### config.mk
export PLATFORM = sky130hd
export DESIGN_NAME = switch_capture_flat
export DESIGN_NICKNAME = d
export VERILOG_FILES = /design/src/rtl/cpu_io_pkg.sv /design/src/rtl/switch_capture_if.sv /design/src/rtl/sync_2ff.sv /design/src/rtl/switch_capture.sv /design/src/flat_wrapper.sv
export SDC_FILE = /design/constraint.sdc
export NUM_CORES = 1
export LEC_CHECK = 0
export CELL_PAD_IN_SITES_DETAIL_PLACEMENT = 1
export CELL_PAD_IN_SITES_GLOBAL_PLACEMENT = 1
export CORE_UTILIZATION = 36
export DETAILED_ROUTE_END_ITERATION = 6
export PLACE_DENSITY_LB_ADDON = 0.1
export SLEW_MARGIN = 10
export SYNTH_ARGS = -nofsm -noshare
export SYNTH_HDL_FRONTEND = slang
export SYNTH_SLANG_ARGS = --single-unit
### constraint.sdc
create_clock -name in_clk -period 2.6 [get_ports in_clk]
set_clock_uncertainty 0.1 [all_clocks]
set_input_delay 0.52 -clock in_clk [delete_from_list [all_inputs] [get_ports in_clk]]
set_output_delay 0.52 -clock in_clk [all_outputs]
set_load 0.05 [all_outputs]
### src/rtl/cpu_io_pkg.sv
// Shared types for the CPU board I/O blocks: switch-capture FSM states and B-bus width.
package cpu_io_pkg;

    localparam int SW_WIDTH = 8;

    typedef enum logic [2:0] {
        IDLE,
        PRESS_DB,
        CAPTURE,
        HELD,
        RELEASE_DB
    } swcap_state_t;

endpackage

### src/rtl/switch_capture_if.sv
// Board-side signals of the switch capture stage: raw switches/button in, held word out.
interface switch_capture_if
    import cpu_io_pkg::*;
#(
    parameter int WIDTH = SW_WIDTH
);
    // Handshake: sw_valid stays high while inSwitch holds an unconsumed word; the
    // controller consumes it with a one-cycle sw_ack, and sw_valid falls on the edge
    // that samples that ack. An ack seen while sw_valid is low is ignored.
    logic [WIDTH-1:0] raw_switch;
    logic             raw_load_btn;
    logic             sw_ack;
    logic [WIDTH-1:0] inSwitch;
    logic             sw_valid;
    logic             sw_overrun;

    modport master (
        output raw_switch,
        output raw_load_btn,
        output sw_ack,
        input  inSwitch,
        input  sw_valid,
        input  sw_overrun
    );

    modport slave (
        input  raw_switch,
        input  raw_load_btn,
        input  sw_ack,
        output inSwitch,
        output sw_valid,
        output sw_overrun
    );

endinterface

### src/rtl/sync_2ff.sv
// Two-flop synchroniser for asynchronous board inputs; synchronous active-low reset to 0.
module sync_2ff #(
    parameter int WIDTH = 1
) (
    input  logic             clk_i,
    input  logic             rst_ni,
    input  logic [WIDTH-1:0] d_i,
    output logic [WIDTH-1:0] q_o
);

    logic [WIDTH-1:0] meta_q;
    logic [WIDTH-1:0] sync_q;

    always_ff @(posedge clk_i) begin
        if (!rst_ni) begin
            meta_q <= '0;
            sync_q <= '0;
        end else begin
            meta_q <= d_i;
            sync_q <= meta_q;
        end
    end

    assign q_o = sync_q;

endmodule

### src/rtl/switch_capture.sv
// Synchronises the slide switches and load button, debounces the button and captures
// one switch word per clean press into a held register with valid/overrun flags.
module switch_capture
    import cpu_io_pkg::*;
#(
    parameter int WIDTH           = SW_WIDTH,
    parameter int DEBOUNCE_CYCLES = 16
) (
    input  logic           in_clk,
    input  logic           in_reset_n,
    switch_capture_if.slave sw_if,
    output swcap_state_t   dbg_state_o
);

    localparam int               CNT_W   = $clog2(DEBOUNCE_CYCLES);
    localparam logic [CNT_W-1:0] CNT_MAX = CNT_W'(DEBOUNCE_CYCLES - 1);

    logic [WIDTH-1:0] sw_sync;
    logic             btn_sync;

    swcap_state_t     state_q;
    logic [CNT_W-1:0] cnt_q;
    logic [WIDTH-1:0] data_q;
    logic             valid_q;
    logic             overrun_q;

    sync_2ff #(.WIDTH(WIDTH)) u_sync_sw (
        .clk_i  (in_clk),
        .rst_ni (in_reset_n),
        .d_i    (sw_if.raw_switch),
        .q_o    (sw_sync)
    );

    sync_2ff #(.WIDTH(1)) u_sync_btn (
        .clk_i  (in_clk),
        .rst_ni (in_reset_n),
        .d_i    (sw_if.raw_load_btn),
        .q_o    (btn_sync)
    );

    always_ff @(posedge in_clk) begin
        if (!in_reset_n) begin
            state_q   <= IDLE;
            cnt_q     <= '0;
            data_q    <= '0;
            valid_q   <= 1'b0;
            overrun_q <= 1'b0;
        end else begin
            // In the capture cycle the capture itself decides the flags; see CAPTURE.
            if (state_q != CAPTURE && sw_if.sw_ack && valid_q) begin
                valid_q   <= 1'b0;
                overrun_q <= 1'b0;
            end

            case (state_q)
                IDLE: begin
                    if (btn_sync) begin
                        cnt_q   <= '0;
                        state_q <= PRESS_DB;
                    end
                end

                PRESS_DB: begin
                    if (!btn_sync) begin
                        state_q <= IDLE;
                    end else if (cnt_q == CNT_MAX) begin
                        state_q <= CAPTURE;
                    end else begin
                        cnt_q <= cnt_q + 1'b1;
                    end
                end

                CAPTURE: begin
                    data_q  <= sw_sync;
                    valid_q <= 1'b1;
                    // A coincident ack consumed the old word, so it is not an overrun.
                    if (valid_q && !sw_if.sw_ack) begin
                        overrun_q <= 1'b1;
                    end else if (valid_q && sw_if.sw_ack) begin
                        overrun_q <= 1'b0;
                    end
                    state_q <= HELD;
                end

                HELD: begin
                    if (!btn_sync) begin
                        cnt_q   <= '0;
                        state_q <= RELEASE_DB;
                    end
                end

                RELEASE_DB: begin
                    if (btn_sync) begin
                        state_q <= HELD;
                    end else if (cnt_q == CNT_MAX) begin
                        state_q <= IDLE;
                    end else begin
                        cnt_q <= cnt_q + 1'b1;
                    end
                end

                default: state_q <= IDLE;
            endcase
        end
    end

    assign sw_if.inSwitch   = data_q;
    assign sw_if.sw_valid   = valid_q;
    assign sw_if.sw_overrun = overrun_q;
    assign dbg_state_o      = state_q;

endmodule

### src/flat_wrapper.sv
// flat-port wrapper written by rule: the top's interface ports become plain ports
module switch_capture_flat import cpu_io_pkg::*;
#(
    parameter int WIDTH           = SW_WIDTH,
    parameter int DEBOUNCE_CYCLES = 16
)
  (in_clk, in_reset_n, dbg_state_o, sw_if_raw_switch, sw_if_raw_load_btn, sw_if_sw_ack, sw_if_inSwitch, sw_if_sw_valid, sw_if_sw_overrun);
  switch_capture_if #(.WIDTH(WIDTH)) sw_if_i ();
  input  logic in_clk;
  input  logic in_reset_n;
  output swcap_state_t dbg_state_o;
  input wire logic [$bits(sw_if_i.raw_switch)-1:0] sw_if_raw_switch;
  input wire logic [$bits(sw_if_i.raw_load_btn)-1:0] sw_if_raw_load_btn;
  input wire logic [$bits(sw_if_i.sw_ack)-1:0] sw_if_sw_ack;
  output wire logic [$bits(sw_if_i.inSwitch)-1:0] sw_if_inSwitch;
  output wire logic [$bits(sw_if_i.sw_valid)-1:0] sw_if_sw_valid;
  output wire logic [$bits(sw_if_i.sw_overrun)-1:0] sw_if_sw_overrun;
  assign sw_if_i.raw_switch = sw_if_raw_switch;
  assign sw_if_i.raw_load_btn = sw_if_raw_load_btn;
  assign sw_if_i.sw_ack = sw_if_sw_ack;
  assign sw_if_inSwitch = sw_if_i.inSwitch;
  assign sw_if_sw_valid = sw_if_i.sw_valid;
  assign sw_if_sw_overrun = sw_if_i.sw_overrun;
  switch_capture #(.WIDTH(WIDTH), .DEBOUNCE_CYCLES(DEBOUNCE_CYCLES)) u_core (.in_clk(in_clk), .in_reset_n(in_reset_n), .sw_if(sw_if_i), .dbg_state_o(dbg_state_o));
endmodule
==> flow_summary_export.csv <==
group,metric,value,unit
yosys,yosys_warnings,0,
yosys,synth.avg_cell_area,10.6,um^2
drt,vias,977,
timing,layout_min_cycle_time,2.39,ns
yosys,synth_ff_type,"dfxtp_1",
timing,finalCritPeriodShare,91.8,%
run,maxCapViolCount,0,
setup_path,endpoint_kind,"primary output",
drt,detail-route-antenna-nets,0,
layout,nets,168,
floorplan,row_count,21,
timing,finalSetupViolCount,0,
timing,fmax,419,MHz
grt,grt_antenna_before_repair,0,
placement,io_buffers,24,
grt,grt_max_degree,20,
pwr,power.static_leakage,0.606,nW
grt,grt_pass1_vias,1021,
layout,area_growth,29.1,%
setup_path,crit_chain,"clkdlybuf4s50_1",
layout,diodes,0,
setup_path,cp_slowest_cell,"clkdlybuf4s50_1",
floorplan,core,0.00344,mm^2
clock_tree,cts_hold_buf,0,
setup_path,cp_top_family,"buffers and inverters",
pwr,peakVddDrop,325,uV
pwr,p_int,766,uW
grt,grt_pass1_wl,4.69,mm
yosys,synth-edff-count,0,
timing,worst_slew_pin_slew,0.510,ns
clock_tree,clock-sinks,35,
setup_path,worst-setup-path-type,"reg2out",
floorplan,dieWidth,62.8,um
setup_path,cp.arrival,1.77,ns
placement,place_hpwl,1.88,mm
floorplan,die_y,62.8,um
placement,place_congestion,0.817,
layout,layout-drive-gt1-share,10.9,%
setup_path,crit_start,"u_core.dbg_state_o[0]",
grt,grt-ovfl-total,0,
clock_tree,clk_pin_slew_worst_paths,0.07,ns
pwr,power.density,575,mW/mm^2
min_path,hold_path_class,"reg2reg",
placement,place_inst,194,
clock_tree,cts_resized,0,
drt,vias_per_cell,4.84,
pwr,switchingPower,222,uW
setup_path,path_max_fanout,11,
pwr,power_frac_clock,38.7,%
yosys,synth.distinct_cells,35,
timing,max_slew_margin,65.9,%
clock_tree,cts_tree,"yes",
timing,setup_tns,0,ns
clock_tree,cts_buffer_depth,2,
clock_tree,cts_buffers,5,
outcome,status,"completed",
yosys,yosysSeqAreaShare,52.6,%
drt,routedWlPerCell,12.8,um
floorplan,ioPinCount,25,
timing,maxSlewViolCount,0,
placement,dp_slack,0.524,ns
setup_path,cp-start-kind,"flop",
setup_path,r2r-start,"u_core.dbg_state_o[0]",
floorplan,die_area,0.00395,mm^2
yosys,synth_fp_nets,139,
floorplan,start_util,38.7,%
drt,drc_errors,0,
setup_path,cpPeakStageDelay,0.89,ns
timing,finalHoldViolCount,0,
layout,n_fill_cell,381,
yosys,synthCells,126,
yosys,syn-cell-area,0.00133,mm^2
timing,finalWorstSetupSlack,0.212,ns
drt,drt-total-wl,2.58,mm
timing,rsz0062_at_grt,"false",
pwr,pwr-share-comb,5.0,%
setup_path,critPathBufInv,1,
yosys,async_reset_ff_share,0,%
layout,layout.cells.non_filler,202,
grt,grt_usage,15.5,%
drt,drt-initial-drc-count,48,
drt,dr.pass1.iters,4,
setup_path,required,1.98,ns
clock_tree,cts_setup_buffers,0,
pwr,pwr-share-seq,56.4,%
yosys,ys_ff_latch,35,
clock_tree,clk_latency,0.28,ns
min_path,hold_path_startpoint,"u_core.u_sync_btn.meta_q",
clock_tree,htree_levels,2,
pwr,p_sw_share,22.5,%
clock_tree,cts-root-buf,"clkbuf_8",
layout,post-route-util,49.9,%
[routing by layer]
metal | global-route usage, % | routed length [um] | part of all wire [%] | vias up
met4 | 5.23 | 40 | 1.5 | 0
met3 | 5.29 | 134 | 5.2 | 5
met1 | 19.7 | 1230 | 48 | 458
met5 | 0 | 0 | 0 | -
met2 | 24.3 | 1180 | 46 | 30
li1 | - | - | - | 484
[cells in the mapped netlist, drive strengths merged, types with 2 or more instances]
library cell | n | area (um^2)
clkbuf | 3 | 11.3
dfxtp | 35 | 701
a21oi | 3 | 15.0
nor2b | 10 | 62.6
a211oi | 2 | 20.0
nand2 | 5 | 18.8
nand3b | 3 | 22.5
buf | 2 | 10.0
o22ai | 2 | 12.5
o21a | 3 | 22.5
o21ai | 3 | 18.8
a31oi | 2 | 12.5
and2 | 18 | 113
nand2b | 6 | 45.0
nor2 | 7 | 33.8
mux2i | 8 | 80.1
[registers in the layout, summed over array words and instances (netlist names), named ones only]
| signal | count |
|---|---|
| u_core.cnt_q | 4 |
| u_core.dbg_state_o | 3 |
| u_core.sw_if.inSwitch | 8 |
| u_core.sw_if.sw_valid | 1 |
| u_core.u_sync_btn.meta_q | 1 |
| u_core.u_sync_btn.q_o | 1 |
| u_core.u_sync_sw.meta_q | 8 |
| u_core.u_sync_sw.q_o | 8 |
[worst paths after layout]
path / endpoint / slack (ns) / cells past startpoint
setup / recovery: dbg_state_o[0] / 0.21 / 1
hold / removal: u_core.u_sync_btn.q_o / 0.33 / 1
setup reg to reg: u_core.cnt_q[2] / 1.09 / 3
hold reg to reg: u_core.u_sync_btn.q_o / 0.33 / 1
[placed cells by master (no fill, tap or decap), types with 2 or more instances in the layout]
| master | instances |
|---|---|
| nand2_1 | 5 |
| o21a_1 | 3 |
| nor2_1 | 6 |
| nand3b_1 | 3 |
| clkbuf_8 | 5 |
| clkdlybuf4s50_1 | 24 |
| nand2b_1 | 5 |
| o22ai_1 | 2 |
| a21oi_1 | 3 |
| and2_1 | 18 |
| buf_4 | 3 |
| a31oi_1 | 2 |
| dfxtp_1 | 35 |
| clkinvlp_4 | 2 |
| mux2i_1 | 8 |
| nor2b_1 | 10 |
[power groups by stage]
stage               Clock, mW  Sequential (mW)  Combinational (mW)
global route            0.428            0.559              0.0545
finish                  0.382            0.557              0.0489
global placement            0            0.568              0.0483
floorplan                   0            0.568              0.0242
detailed placement          0            0.570              0.0497
CTS                     0.398            0.557              0.0498
[through the flow]
| step | hold slack (ns) | power [mW] | instance area [um^2] |
|---|---|---|---|
| global route | 0.352 | 1.04 | 1720 |
| global placement | 0.315 | 0.617 | 1630 |
| finish | 0.332 | 0.988 | 1720 |
| detailed placement | 0.320 | 0.619 | 1630 |
| floorplan | 0.312 | 0.592 | 1330 |
| CTS | 0.338 | 1.00 | 1720 |
[cells by family after synthesis]
logic type                 share of synthesized area [%]
buffers and inverters                               1.88
DFF                                                 52.6
and+or+nand+nor                                     27.7
muxes                                               6.02
AOI/OAI and AO/OA                                   10.8
adders and majority gates                          0.940
[final cells by class]
| type | instances | area, um^2 | share of cell area (%) |
|---|---|---|---|
| flip-flops and latches | 35 | 701 | 40.8 |
| multi-input cells | 85 | 606 | 35.2 |
| repair buffers | 27 | 263 | 15.3 |
| clock buffers | 5 | 68.8 | 4.00 |
| well taps | 46 | 57.6 | 3.35 |
| clock inverters | 3 | 20.0 | 1.16 |
| inverters | 1 | 3.75 | 0.218 |
(Power assumes the default switching activity.)
==> RTL change (same settings) <==
Change the package constant `SW_WIDTH` from 8 to 7.
--- a/src/rtl/cpu_io_pkg.sv
+++ b/src/rtl/cpu_io_pkg.sv
@@ -2,5 +2,5 @@
 package cpu_io_pkg;
 
-    localparam int SW_WIDTH = 8;
+    localparam int SW_WIDTH = 7;
 
     typedef enum logic [2:0] {
Interface: changed (resized sw_if_inSwitch and sw_if_raw_switch); port bits go from 25 to 23. The function was not compared with the original's and may differ.
==> RTL change against the unedited design <==
  * Design area fell by 10%
  * Largest power group unchanged
  * Area after synthesis fell by 7.8%
  * Worst setup slack got worse by 0.071 ns
  * Count of clock-buffer cells in the layout rose by 2
  * Fmax fell by 2.9%
  * Global-route usage fell by 0.71 points
  * Largest cell class unchanged
  * Non-clock buffer count fell by 4
  * Sequential power fell by 8.4%
  * Routed wire length fell by 12%
  * Total power fell by 14%
  * Sequential cell count fell by 3
==> RTL change: results (changes against the unedited design) <==
- Status: finished, final reports clean (unchanged)
- Placed cells: 180 (was 194)
- Worst-path clk slew: 0.10 ns (was 0.07 ns)
- Finished Layout Cells: 188 (was 202)
- Worst Path Arrival: 1.84 ns (was 1.77 ns)
- Final Wtd Congestion: 0.782 (was 0.817)
- Adder-cell share of the synthesized area: 1.02% (was 0.940%)
- Power Total: 0.851 mW (was 0.988 mW)
- Worst slack at placement: 0.500 ns (was 0.524 ns)
- Crit path time final: 2.46 ns (was 2.39 ns)
- Final HPWL DP: 1.62 mm (was 1.88 mm)
- Area contributors post-synth: dfxtp_1, and2_1, mux2i_1, nor2b_1, nand2b_1 (unchanged)
- Seq/Total Area, Yosys: 52.2% (was 52.6%)
- Power share of the combinational group: 5.2% (was 5.0%)
- Clk pwr share: 34.9% (was 38.7%)
- Most frequent cells after synthesis: dfxtp_1, and2_1, nor2b_1, mux2i_1, nand2b_1 (was dfxtp_1, and2_1, nor2b_1, mux2i_1, nor2_1)
- Fill cells: 373 (was 381)
- IO Port Bufs: 22 (was 24)
- Synth Area in Compound Gates: 10.9% (was 10.8%)
- 1st-iter DRT viols: 24 (was 48)
- Worst-Skew Late Latency: 0.32 ns (was 0.28 ns)
- Post-synth cell types: 34 (was 35)
- Worst r2r src: u_core.dbg_state_o[1] (was u_core.dbg_state_o[0])
- Drt wl/cell: 12.1 um (was 12.8 um)
- CTS Root Cell: clkbuf_4 (was clkbuf_8)
- Leakage: 0.537 nW (was 0.606 nW)
- Peak supply drop: 0.332 mV (was 0.325 mV)
- Worst hold path type: reg -> reg (unchanged)
- Placed Area: 1480 um^2 (was 1630 um^2)
- Vias in the first global route: 893 (was 1021)
- Hold_ws: 0.342 ns (was 0.332 ns)
- Total GRT Usage: 14.8% (was 15.5%)
- Largest net degree at the start of global routing: 18 (was 20)
- Reg2Reg Depth: 4 (was 3)
- Worst slew pin tran: 0.507 ns (was 0.510 ns)
- Hold endpoint: u_core.u_sync_sw.q_o[4] (was u_core.u_sync_btn.q_o)
- Share of cells above drive strength 1: 8.33% (was 10.9%)
- RR Endpoint: u_core.sw_if.inSwitch[0] (was u_core.cnt_q[2])
- Proportion of synthesized area in mux cells: 6.52% (was 6.02%)
- Fin nets: 155 (was 168)
- Synth Net Count: 131 (was 139)
- DR vias/cell: 4.80 (was 4.84)
- Hold Startpoint: u_core.u_sync_sw.meta_q[4] (was u_core.u_sync_btn.meta_q)
- Global-route wire length before repair: 3.87 mm (was 4.69 mm)
==> RTL change: cell type report <==
| type | count | area [um^2] | area share [%] |
|---|---|---|---|
| Sequential cell | 32 | 641 | 41.4 |
| Tap cell | 44 | 55.1 | 3.56 |
| Timing Repair Buffer | 23 | 228 | 14.7 |
| Clock buffer | 7 | 55.1 | 3.56 |
| Inverter | 2 | 7.51 | 0.485 |
| Multi-Input combinational cell | 79 | 553 | 35.8 |
| Clock inverter | 1 | 7.51 | 0.485 |
==> RTL change: logic make-up after synthesis <==
| kind of cell | after synthesis |
|---|---|
| buffers and inverters | 8 |
| AND/OR/NAND/NOR | 50 |
| AO/OA/AOI/OAI | 20 |
| adder cells (fa/ha/maj) | 1 |
| flip-flops | 32 |
| multiplexers | 8 |
==> RTL change: per-layer routing <==
metal / track usage, % / up-vias / share of wire (%)
li1: - / 453 / -
met1: 17.0 / 427 / 48
met2: 24.5 / 19 / 46
met3: 5.33 / 4 / 4.3
met4: 6.64 / 0 / 1.4
met5: 0 / - / 0
